`config.mk`:
```
export PLATFORM = sky130hd
export DESIGN_NAME = decode_stage
export DESIGN_NICKNAME = d
export VERILOG_FILES = /design/src/rtl/decode_stage_pkg.sv /design/src/rtl/isa_decode.sv /design/src/rtl/decode_stage.sv
export SDC_FILE = /design/constraint.sdc
export NUM_CORES = 1
export LEC_CHECK = 0
export BUFFER_PORTS_ARGS = -buffer_cell sky130_fd_sc_hd__buf_2
export CAP_MARGIN = 15
export CORE_ASPECT_RATIO = 0.9
export CORE_MARGIN = 2
export CORE_UTILIZATION = 55
export DETAILED_ROUTE_END_ITERATION = 10
export PLACE_DENSITY = 0.78
export SYNTH_ARGS = -nofsm -noshare
export SYNTH_HDL_FRONTEND = slang
export SYNTH_HIERARCHICAL = 1
export SYNTH_SLANG_ARGS = --single-unit
```
`constraint.sdc`:
```
create_clock -name clock -period 13.15 [get_ports clock]
set_input_delay 1.315 -clock clock [delete_from_list [all_inputs] [get_ports clock]]
set_output_delay 1.315 -clock clock [all_outputs]
set_load 0.01 [all_outputs]
```
`src/rtl/decode_stage_pkg.sv`:
```
// Shared ISA definitions for the decode stage: opcodes, instruction classes,
// control-vector bit positions and fixed write-back registers.
package decode_stage_pkg;

  typedef enum logic [4:0] {
    OP_RTYPE = 5'b00000,
    OP_J     = 5'b00001,
    OP_BNE   = 5'b00010,
    OP_JAL   = 5'b00011,
    OP_JR    = 5'b00100,
    OP_ADDI  = 5'b00101,
    OP_BLT   = 5'b00110,
    OP_SW    = 5'b00111,
    OP_LW    = 5'b01000,
    OP_SETX  = 5'b10101,
    OP_BEX   = 5'b10110
  } opcode_e;

  typedef enum logic [1:0] {
    CLS_R   = 2'd0,
    CLS_I   = 2'd1,
    CLS_JI  = 2'd2,
    CLS_JII = 2'd3
  } iclass_e;

  localparam int CTRL_W    = 10;
  localparam int CTRL_ALU  = 0;
  localparam int CTRL_SW   = 1;
  localparam int CTRL_LW   = 2;
  localparam int CTRL_BNE  = 3;
  localparam int CTRL_BLT  = 4;
  localparam int CTRL_J    = 5;
  localparam int CTRL_JAL  = 6;
  localparam int CTRL_JR   = 7;
  localparam int CTRL_BEX  = 8;
  localparam int CTRL_SETX = 9;

  localparam logic [4:0] RSTATUS_REG = 5'd30;
  localparam logic [4:0] RA_REG      = 5'd31;

  // Width-independent part of a decoded instruction.
  typedef struct packed {
    logic [4:0]        opcode;
    logic [4:0]        rd;
    logic [4:0]        rs;
    logic [4:0]        rt;
    logic [4:0]        shamt;
    logic [4:0]        aluop;
    iclass_e           iclass;
    logic [CTRL_W-1:0] ctrl;
    logic [4:0]        wreg;
    logic              we;
    logic              illegal;
  } fields_t;

  function automatic logic [CTRL_W-1:0] ctrl_bit(input int idx);
    return CTRL_W'(1) << idx;
  endfunction

endpackage

```
`src/rtl/isa_decode.sv`:
```
// Purely combinational instruction decoder: field split, immediate and
// target extension, class, one-hot control and write-back target.
module isa_decode
  import decode_stage_pkg::*;
#(
  parameter int DATA_WIDTH = 32,
  parameter int PC_WIDTH   = 32
) (
  input  logic [31:0]           insn,
  output fields_t               fields,
  output logic [DATA_WIDTH-1:0] imm,
  output logic [PC_WIDTH-1:0]   target
);

  assign imm    = DATA_WIDTH'($signed(insn[16:0]));
  assign target = PC_WIDTH'(insn[26:0]);

  always_comb begin
    // NOTE: every field gets a default before the case so no path through
    // this block leaves a value unassigned (which would infer a latch).
    fields         = '0;
    fields.opcode  = insn[31:27];
    fields.rd      = insn[26:22];
    fields.rs      = insn[21:17];
    fields.rt      = insn[16:12];
    fields.shamt   = insn[11:7];
    fields.aluop   = insn[6:2];
    case (insn[31:27])
      OP_RTYPE: begin fields.iclass = CLS_R;   fields.ctrl = ctrl_bit(CTRL_ALU);  fields.wreg = insn[26:22]; end
      OP_ADDI:  begin fields.iclass = CLS_I;   fields.ctrl = ctrl_bit(CTRL_ALU);  fields.wreg = insn[26:22]; end
      OP_SW:    begin fields.iclass = CLS_I;   fields.ctrl = ctrl_bit(CTRL_SW);   end
      OP_LW:    begin fields.iclass = CLS_I;   fields.ctrl = ctrl_bit(CTRL_LW);   fields.wreg = insn[26:22]; end
      OP_J:     begin fields.iclass = CLS_JI;  fields.ctrl = ctrl_bit(CTRL_J);    end
      OP_BNE:   begin fields.iclass = CLS_I;   fields.ctrl = ctrl_bit(CTRL_BNE);  end
      OP_JAL:   begin fields.iclass = CLS_JI;  fields.ctrl = ctrl_bit(CTRL_JAL);  fields.wreg = RA_REG; end
      OP_JR:    begin fields.iclass = CLS_JII; fields.ctrl = ctrl_bit(CTRL_JR);   end
      OP_BLT:   begin fields.iclass = CLS_I;   fields.ctrl = ctrl_bit(CTRL_BLT);  end
      OP_BEX:   begin fields.iclass = CLS_JI;  fields.ctrl = ctrl_bit(CTRL_BEX);  end
      OP_SETX:  begin fields.iclass = CLS_JI;  fields.ctrl = ctrl_bit(CTRL_SETX); fields.wreg = RSTATUS_REG; end
      default:  fields.illegal = 1'b1;
    endcase
    // wreg stays 0 for anything without a write-back, so this also covers rd==0.
    fields.we = (fields.wreg != 5'd0);
  end

endmodule

```
`src/rtl/decode_stage.sv`:
```
// Registered decode stage: one isa_decode on the incoming instruction feeding a
// main output register and a one-entry skid, so in_ready never depends on out_ready.
module decode_stage
  import decode_stage_pkg::*;
#(
  parameter int DATA_WIDTH = 32,
  parameter int PC_WIDTH   = 32
) (
  input  logic                  clock,
  input  logic                  reset,
  input  logic                  flush,
  input  logic                  in_valid,
  output logic                  in_ready,
  input  logic [31:0]           in_insn,
  input  logic [PC_WIDTH-1:0]   in_pc,
  output logic                  out_valid,
  input  logic                  out_ready,
  output logic [PC_WIDTH-1:0]   out_pc,
  output logic [4:0]            out_opcode,
  output logic [4:0]            out_rd,
  output logic [4:0]            out_rs,
  output logic [4:0]            out_rt,
  output logic [4:0]            out_shamt,
  output logic [4:0]            out_aluop,
  output logic [DATA_WIDTH-1:0] out_imm,
  output logic [PC_WIDTH-1:0]   out_target,
  output logic [1:0]            out_class,
  output logic [9:0]            out_ctrl,
  output logic [4:0]            out_wreg,
  output logic                  out_we,
  output logic                  out_illegal
);

  typedef struct packed {
    logic [PC_WIDTH-1:0]   pc;
    logic [DATA_WIDTH-1:0] imm;
    logic [PC_WIDTH-1:0]   target;
    fields_t               f;
  } bundle_t;

  bundle_t dec, main_q, skid_q;
  logic    main_valid, skid_valid;
  logic    accept, load_main;

  assign dec.pc = in_pc;

  isa_decode #(
    .DATA_WIDTH(DATA_WIDTH),
    .PC_WIDTH  (PC_WIDTH)
  ) u_isa_decode (
    .insn  (in_insn),
    .fields(dec.f),
    .imm   (dec.imm),
    .target(dec.target)
  );

  assign accept    = in_valid & in_ready;
  // Main frees up when empty or when its bundle is consumed this cycle.
  assign load_main = ~main_valid | out_ready;

  always_ff @(posedge clock or posedge reset) begin
    if (reset) begin
      // NOTE: the data registers are reset too, because every output must read 0
      // out of reset, not only out_valid.
      main_valid <= 1'b0;
      skid_valid <= 1'b0;
      main_q     <= '0;
      skid_q     <= '0;
    end else if (flush) begin
      main_valid <= 1'b0;
      skid_valid <= 1'b0;
    end else if (load_main) begin
      // NOTE: non-blocking so main and skid both see the pre-edge values when
      // the skid drains into main.
      if (skid_valid) begin
        main_q     <= skid_q;
        main_valid <= 1'b1;
        skid_valid <= 1'b0;
      end else begin
        main_valid <= accept;
        if (accept) main_q <= dec;
      end
    end else if (accept) begin
      skid_q     <= dec;
      skid_valid <= 1'b1;
    end
  end

  // skid_valid is a flop, so in_ready has no combinational input path.
  assign in_ready    = ~skid_valid;
  assign out_valid   = main_valid;
  assign out_pc      = main_q.pc;
  assign out_opcode  = main_q.f.opcode;
  assign out_rd      = main_q.f.rd;
  assign out_rs      = main_q.f.rs;
  assign out_rt      = main_q.f.rt;
  assign out_shamt   = main_q.f.shamt;
  assign out_aluop   = main_q.f.aluop;
  assign out_imm     = main_q.imm;
  assign out_target  = main_q.target;
  assign out_class   = main_q.f.iclass;
  assign out_ctrl    = main_q.f.ctrl;
  assign out_wreg    = main_q.f.wreg;
  assign out_we      = main_q.f.we;
  assign out_illegal = main_q.f.illegal;

endmodule
```
==> results_dict.tcl, run 1 <==
set metrics [dict create \
    synth_largest_area_cell "dfrtp_1" \
    overflow 0 \
    root_buffer "clkbuf_16" \
    grt_max_degree 150 \
    nets 1120 \
    cp_slowest_cell "dfrtp_4" \
    start_util_pct 56.2 \
    path_clk_slew_ps 60 \
    cts-resized-gates 0 \
    synthXorXnorAreaFrac_pct 0.0619 \
    dp_cells 1361 \
    fp.dieW_um 173 \
    grt.total_usage_pct 19.2 \
    ctsHoldBuffers 0 \
    status "completed" \
    gp_congestion 0.740 \
    worst_slew_pin_slew_ps 1050 \
    max_freq_mhz 347 \
    row_count 55 \
    stdcell_count 1414 \
    h-tree-depth 1 \
    via_count 7527 \
    n_fill_cell 1913 \
    synth_compound_area_share_pct 0.955 \
    clock_path_buffers 3 \
    antenna_found_initial 1 \
    cp.required_ps 11840 \
    maxCapViolations 0 \
    rsz0062_at_grt "false" \
    hold_viol_final 0 \
    timing.setup.tns_ps 0 \
    slew_violations 0 \
    fin_ws_ps 10270 \
    post_drt_wl_per_cell_um 18.4 \
    leakagePower_nw 7.35 \
    postSynthAreaPerCell_um2 15.0 \
    cp-end-kind "output pin" \
    grt_pass1_wl_um 42300 \
    cts-buffers-inserted 30 \
    met1_length_um 11800 \
    met2RoutedLength_um 12300 \
    critPathMaxStageDelay_ps 770 \
    drc 0 \
    start_kind "register" \
    synthMuxAreaShare_pct 37.3 \
    synthToLayoutAreaGrowth_pct 10.2 \
    yosys_warnings 6 \
    synth_area_leaders "dfrtp_1, mux2_2, mux2_4" \
    clock_latency_ps 540 \
    syn_inst 940 \
    synth-async-reset-ratio_pct 100 \
    via_per_inst 5.32 \
    peakVddDrop_mv 0.0905 \
    cts_tree "done" \
    clock-sinks 292 \
    synth_seq_cells 292 \
    synth_flop_cell "dfrtp_1" \
    synthAdderAreaFrac_pct 0 \
    synth.most_common_cell "mux2_2" \
    syn_area_um2 14100 \
    core_area_um2 25200 \
    synth_common_cells "mux2_2, dfrtp_1, buf_4" \
    fin_util_pct 61.9 \
    path_cells "inv_1 > buf_2" \
    synth_top_area_share_pct 51.7 \
    synth_top_family_by_area "multiplexers" \
    first_pass_iters 4 \
    critical_path_class "reg -> out" \
    drt_iter0_drc 346 \
    synth.distinct_cells 41 \
    post-route-period-util_pct 21.9 \
    synth_edf_count 0 \
    hold_path_class "reg -> reg" \
    synth-seq-area-share_pct 51.7 \
    cp.arrival_ps 1570 \
    port_buffers 215 \
    pre_cts_slack_ps 9870 \
    drive_above_1_share_pct 66.6 \
    synthSimpleGateAreaFrac_pct 1.73 \
    finClkSkew_ps 9.68 \
    die_y_um 156 \
    setup-violations-final 0 \
    cts_setup_buffers 0 \
    io_pins 216 \
    drt-total-wl_um 26000 \
    fin_crit_ps 2880 \
    slew_headroom_pct 29.9 \
    die_area_um2 27000 \
    dp_hpwl_um 15900 \
    grt_pass1_vias 8013 \
    power_density_nw_per_um2 159 \
    drtAntennaViolNets 0 \
    worstPathMaxFanout 35 \
    top_layer_used "met5" \
    wl_met3_um 1370 \
]
cells in the final DEF (no fill, tap or decap), drive strengths merged, types with 3 or more instances in the layout:
master | Yosys | layout
mux2 | 435 | 435
dfrtp | 292 | 292
buf | 147 | 222
clkbuf | 0 | 44
nor2 | 12 | 12
nor3 | 7 | 7
o21ai | 6 | 6
clkinv | 0 | 5
conb | 1 | 5
a21oi | 4 | 4
nand2 | 4 | 4
nor2b | 4 | 4
bufinv | 0 | 3
inv | 3 | 3
nor4 | 3 | 3
a22o | 3 | 3
worst paths after layout:
kind | from | to | slack [ps] | depth (start not counted)
setup reg to reg | skid_valid | skid_q[31] | 10520 | 4
hold / removal | skid_q[75] | skid_q[75] | 500 | 1
min in group asynchronous | reset | out_pc[0] | 1010 | 2
max in group asynchronous | reset | out_pc[5] | 10550 | 3
setup / recovery | skid_valid | in_ready | 10270 | 2
hold reg to reg | skid_q[75] | skid_q[75] | 500 | 1
report_power, final:
part | leakage, nW | switching [mW] | internal, mW
Combinational | 3.29 | 0.186 | 0.264
Clock | 0.489 | 0.334 | 0.515
Sequential | 3.57 | 0.0966 | 1.08
routing by layer:
layer / track usage (%) / vias up
met5: 0 / -
met1: 26.4 / 3858
met4: 4.96 / 2
li1: - / 3448
met3: 3.87 / 42
met2: 31.5 / 177
worst max-delay path: cells and delay by family, from the launching register on:
| family | cells | cell delay (ps) |
|---|---|---|
| flops | 1 | 770 |
| buf+inv | 2 | 260 |
flip-flops by register name, indices dropped and copies added, names as in the netlist, 10 cells and up:
signal      count
skid_q        145
out_imm        32
out_pc         32
out_target     32
out_ctrl       10
stage by stage:
stage | hold WS, ps | area (um2) | power (mW)
3_5_place_dp | 486 | 14600 | 1.64
6_report | 499 | 15600 | 2.48
4_1_cts | 501 | 15600 | 2.51
5_1_grt | 513 | 15600 | 2.60
2_1_floorplan | 474 | 14200 | 1.50
3_3_place_gp | 482 | 14600 | 1.62
layout make-up:
type	count	area (um2)	share of cell area (%)
clock buffer	44	875	5.61
antenna	1	2.50	0.0161
inverter	3	18.8	0.120
multi-input combinational	502	5700	36.6
timing repair buffer	222	1140	7.32
tap	342	428	2.74
clock inverter	8	115	0.738
sequential	292	7310	46.9
cells by family (layout without fill, tap and decap cells):
| family | count (synthesis) | count (layout) |
|---|---|---|
| mux | 435 | 435 |
| other cells | 1 | 6 |
| compound gates | 19 | 19 |
| buf+inv | 150 | 277 |
| simple gates | 42 | 42 |
| flops | 292 | 292 |
| xor+xnor | 1 | 1 |
Note: power is estimated with default switching activity, not from simulation.
==> run 2, diff against run 1 <==
==> constraint.sdc (replaced) <==
create_clock -name clock -period 2.75 [get_ports clock]
set_input_delay 0.275 -clock clock [delete_from_list [all_inputs] [get_ports clock]]
set_output_delay 0.275 -clock clock [all_outputs]
set_load 0.01 [all_outputs]
==> results_dict.tcl, run 2 (synthesized netlist as in run 1, its figures left out) <==
set metrics [dict create \
    cts-resized-gates 0 \
    antenna_found_initial 1 \
    drt_iter0_drc 322 \
    dpl_cell_area_um2 14800 \
    endpoint "in_ready" \
    n_fill_cell 1858 \
    cp.required_ps 2480 \
    grt_pass1_wl_um 43800 \
    grt_max_degree 145 \
    finClkSkew_ps 11.1 \
    met2RoutedLength_um 12500 \
    drt-total-wl_um 27000 \
    drtAntennaViolNets 0 \
    final_common_cell "mux2_2" \
    cp.arrival_ps 1900 \
    fin_util_pct 64.5 \
    p_total_mw 12.0 \
    post_drt_wl_per_cell_um 18.4 \
    maxCapViolations 0 \
    diodes 0 \
    path_clk_slew_ps 60 \
    largest_reg_flops 145 \
    slew_violations 0 \
    synthToLayoutAreaGrowth_pct 14.8 \
    io_pins 216 \
    hold_path_class "in -> reg" \
    cts_setup_buffers 0 \
    r2r_start "out_valid" \
    cts-buffers-inserted 30 \
    start_util_pct 56.2 \
    stdcell_count 1469 \
    port_buffers 215 \
    leakagePower_nw 7.62 \
    regMostFlops "skid_q" \
    row_count 55 \
    first_pass_iters 4 \
    power_density_nw_per_um2 741 \
    rsz0062_at_grt "false" \
    r2r_slack_ps 720 \
    holdWs_ps 31.0 \
    clock_latency_ps 540 \
    ctsHoldBuffers 43 \
    cp-end-kind "output pin" \
    worst_slew_pin_slew_ps 872 \
    clock-sinks 292 \
    r2r_end "out_pc[26]" \
    worstPathMaxFanout 144 \
    post-route-period-util_pct 79.2 \
    setup-violations-final 0 \
    fin_crit_ps 2180 \
    met1_length_um 12100 \
    final_cell_mix "mux2_2, dfrtp_1, buf_2" \
    status "completed" \
    cts_tree "done" \
    gp_congestion 0.751 \
    drive_above_1_share_pct 64.5 \
    fin_ws_ps 573 \
    critical_path_class "reg -> out" \
    max_freq_mhz 459 \
    dp_hpwl_um 16600 \
    top_layer_used "met5" \
    via_count 7774 \
    start_kind "register" \
    timing.setup.tns_ps 0 \
    die_y_um 156 \
    hold_path_depth 2 \
    wl_met3_um 1390 \
    finalInstanceArea_um2 16200 \
    setup.worst_path.start "skid_valid" \
    clock_path_buffers 3 \
    grt.total_usage_pct 19.9 \
    grt_pass1_vias 8208 \
    reg2regPathDepth 4 \
    dp_cells 1371 \
    slew_headroom_pct 41.9 \
    drc 0 \
    peakVddDrop_mv 0.522 \
    hold_viol_final 0 \
    nets 1173 \
    die_area_um2 27000 \
    fp.dieW_um 173 \
    root_buffer "clkbuf_16" \
    via_per_inst 5.29 \
    core_area_um2 25200 \
    h-tree-depth 1 \
    pre_cts_slack_ps 718 \
    overflow 0 \
]
run 2: worst min path at each step:
stage           startpoint         end  slack [ps]
2_1_floorplan        flush   out_valid         340
3_3_place_gp         reset  skid_q[57]         330
3_5_place_dp         reset  skid_q[58]         340
4_1_cts         in_insn[6]  skid_q[23]           7
5_1_grt        in_insn[12]  skid_q[61]          30
6_report       in_insn[12]  skid_q[61]          30
run 2: per-layer routing:
metal  vias up  GRT usage [%]
li1       3559              -
met1      3960           26.9
met2       195           31.9
met3        58           4.09
met4         2           7.55
met5         -              0
run 2: layout make-up:
class | instances | area [um2] | area share [%]
sequential | 292 | 7310 | 45.0
multi-input combinational | 502 | 5700 | 35.1
timing repair buffer | 275 | 1760 | 10.8
clock buffer | 44 | 885 | 5.45
tap | 342 | 428 | 2.64
clock inverter | 11 | 136 | 0.840
inverter | 3 | 15.0 | 0.0925
run 2: worst max-delay path, stage by stage (launching register included):
cell,delay [ps]
dfrtp_4,450
buf_12,590
inv_1,80
buf_2,160
run 2: report_power, final:
| group | total, mW | switching [mW] | internal (mW) |
|---|---|---|---|
| Combinational | 2.25 | 0.929 | 1.33 |
| Sequential | 5.62 | 0.448 | 5.17 |
| Clock | 4.15 | 1.65 | 2.50 |
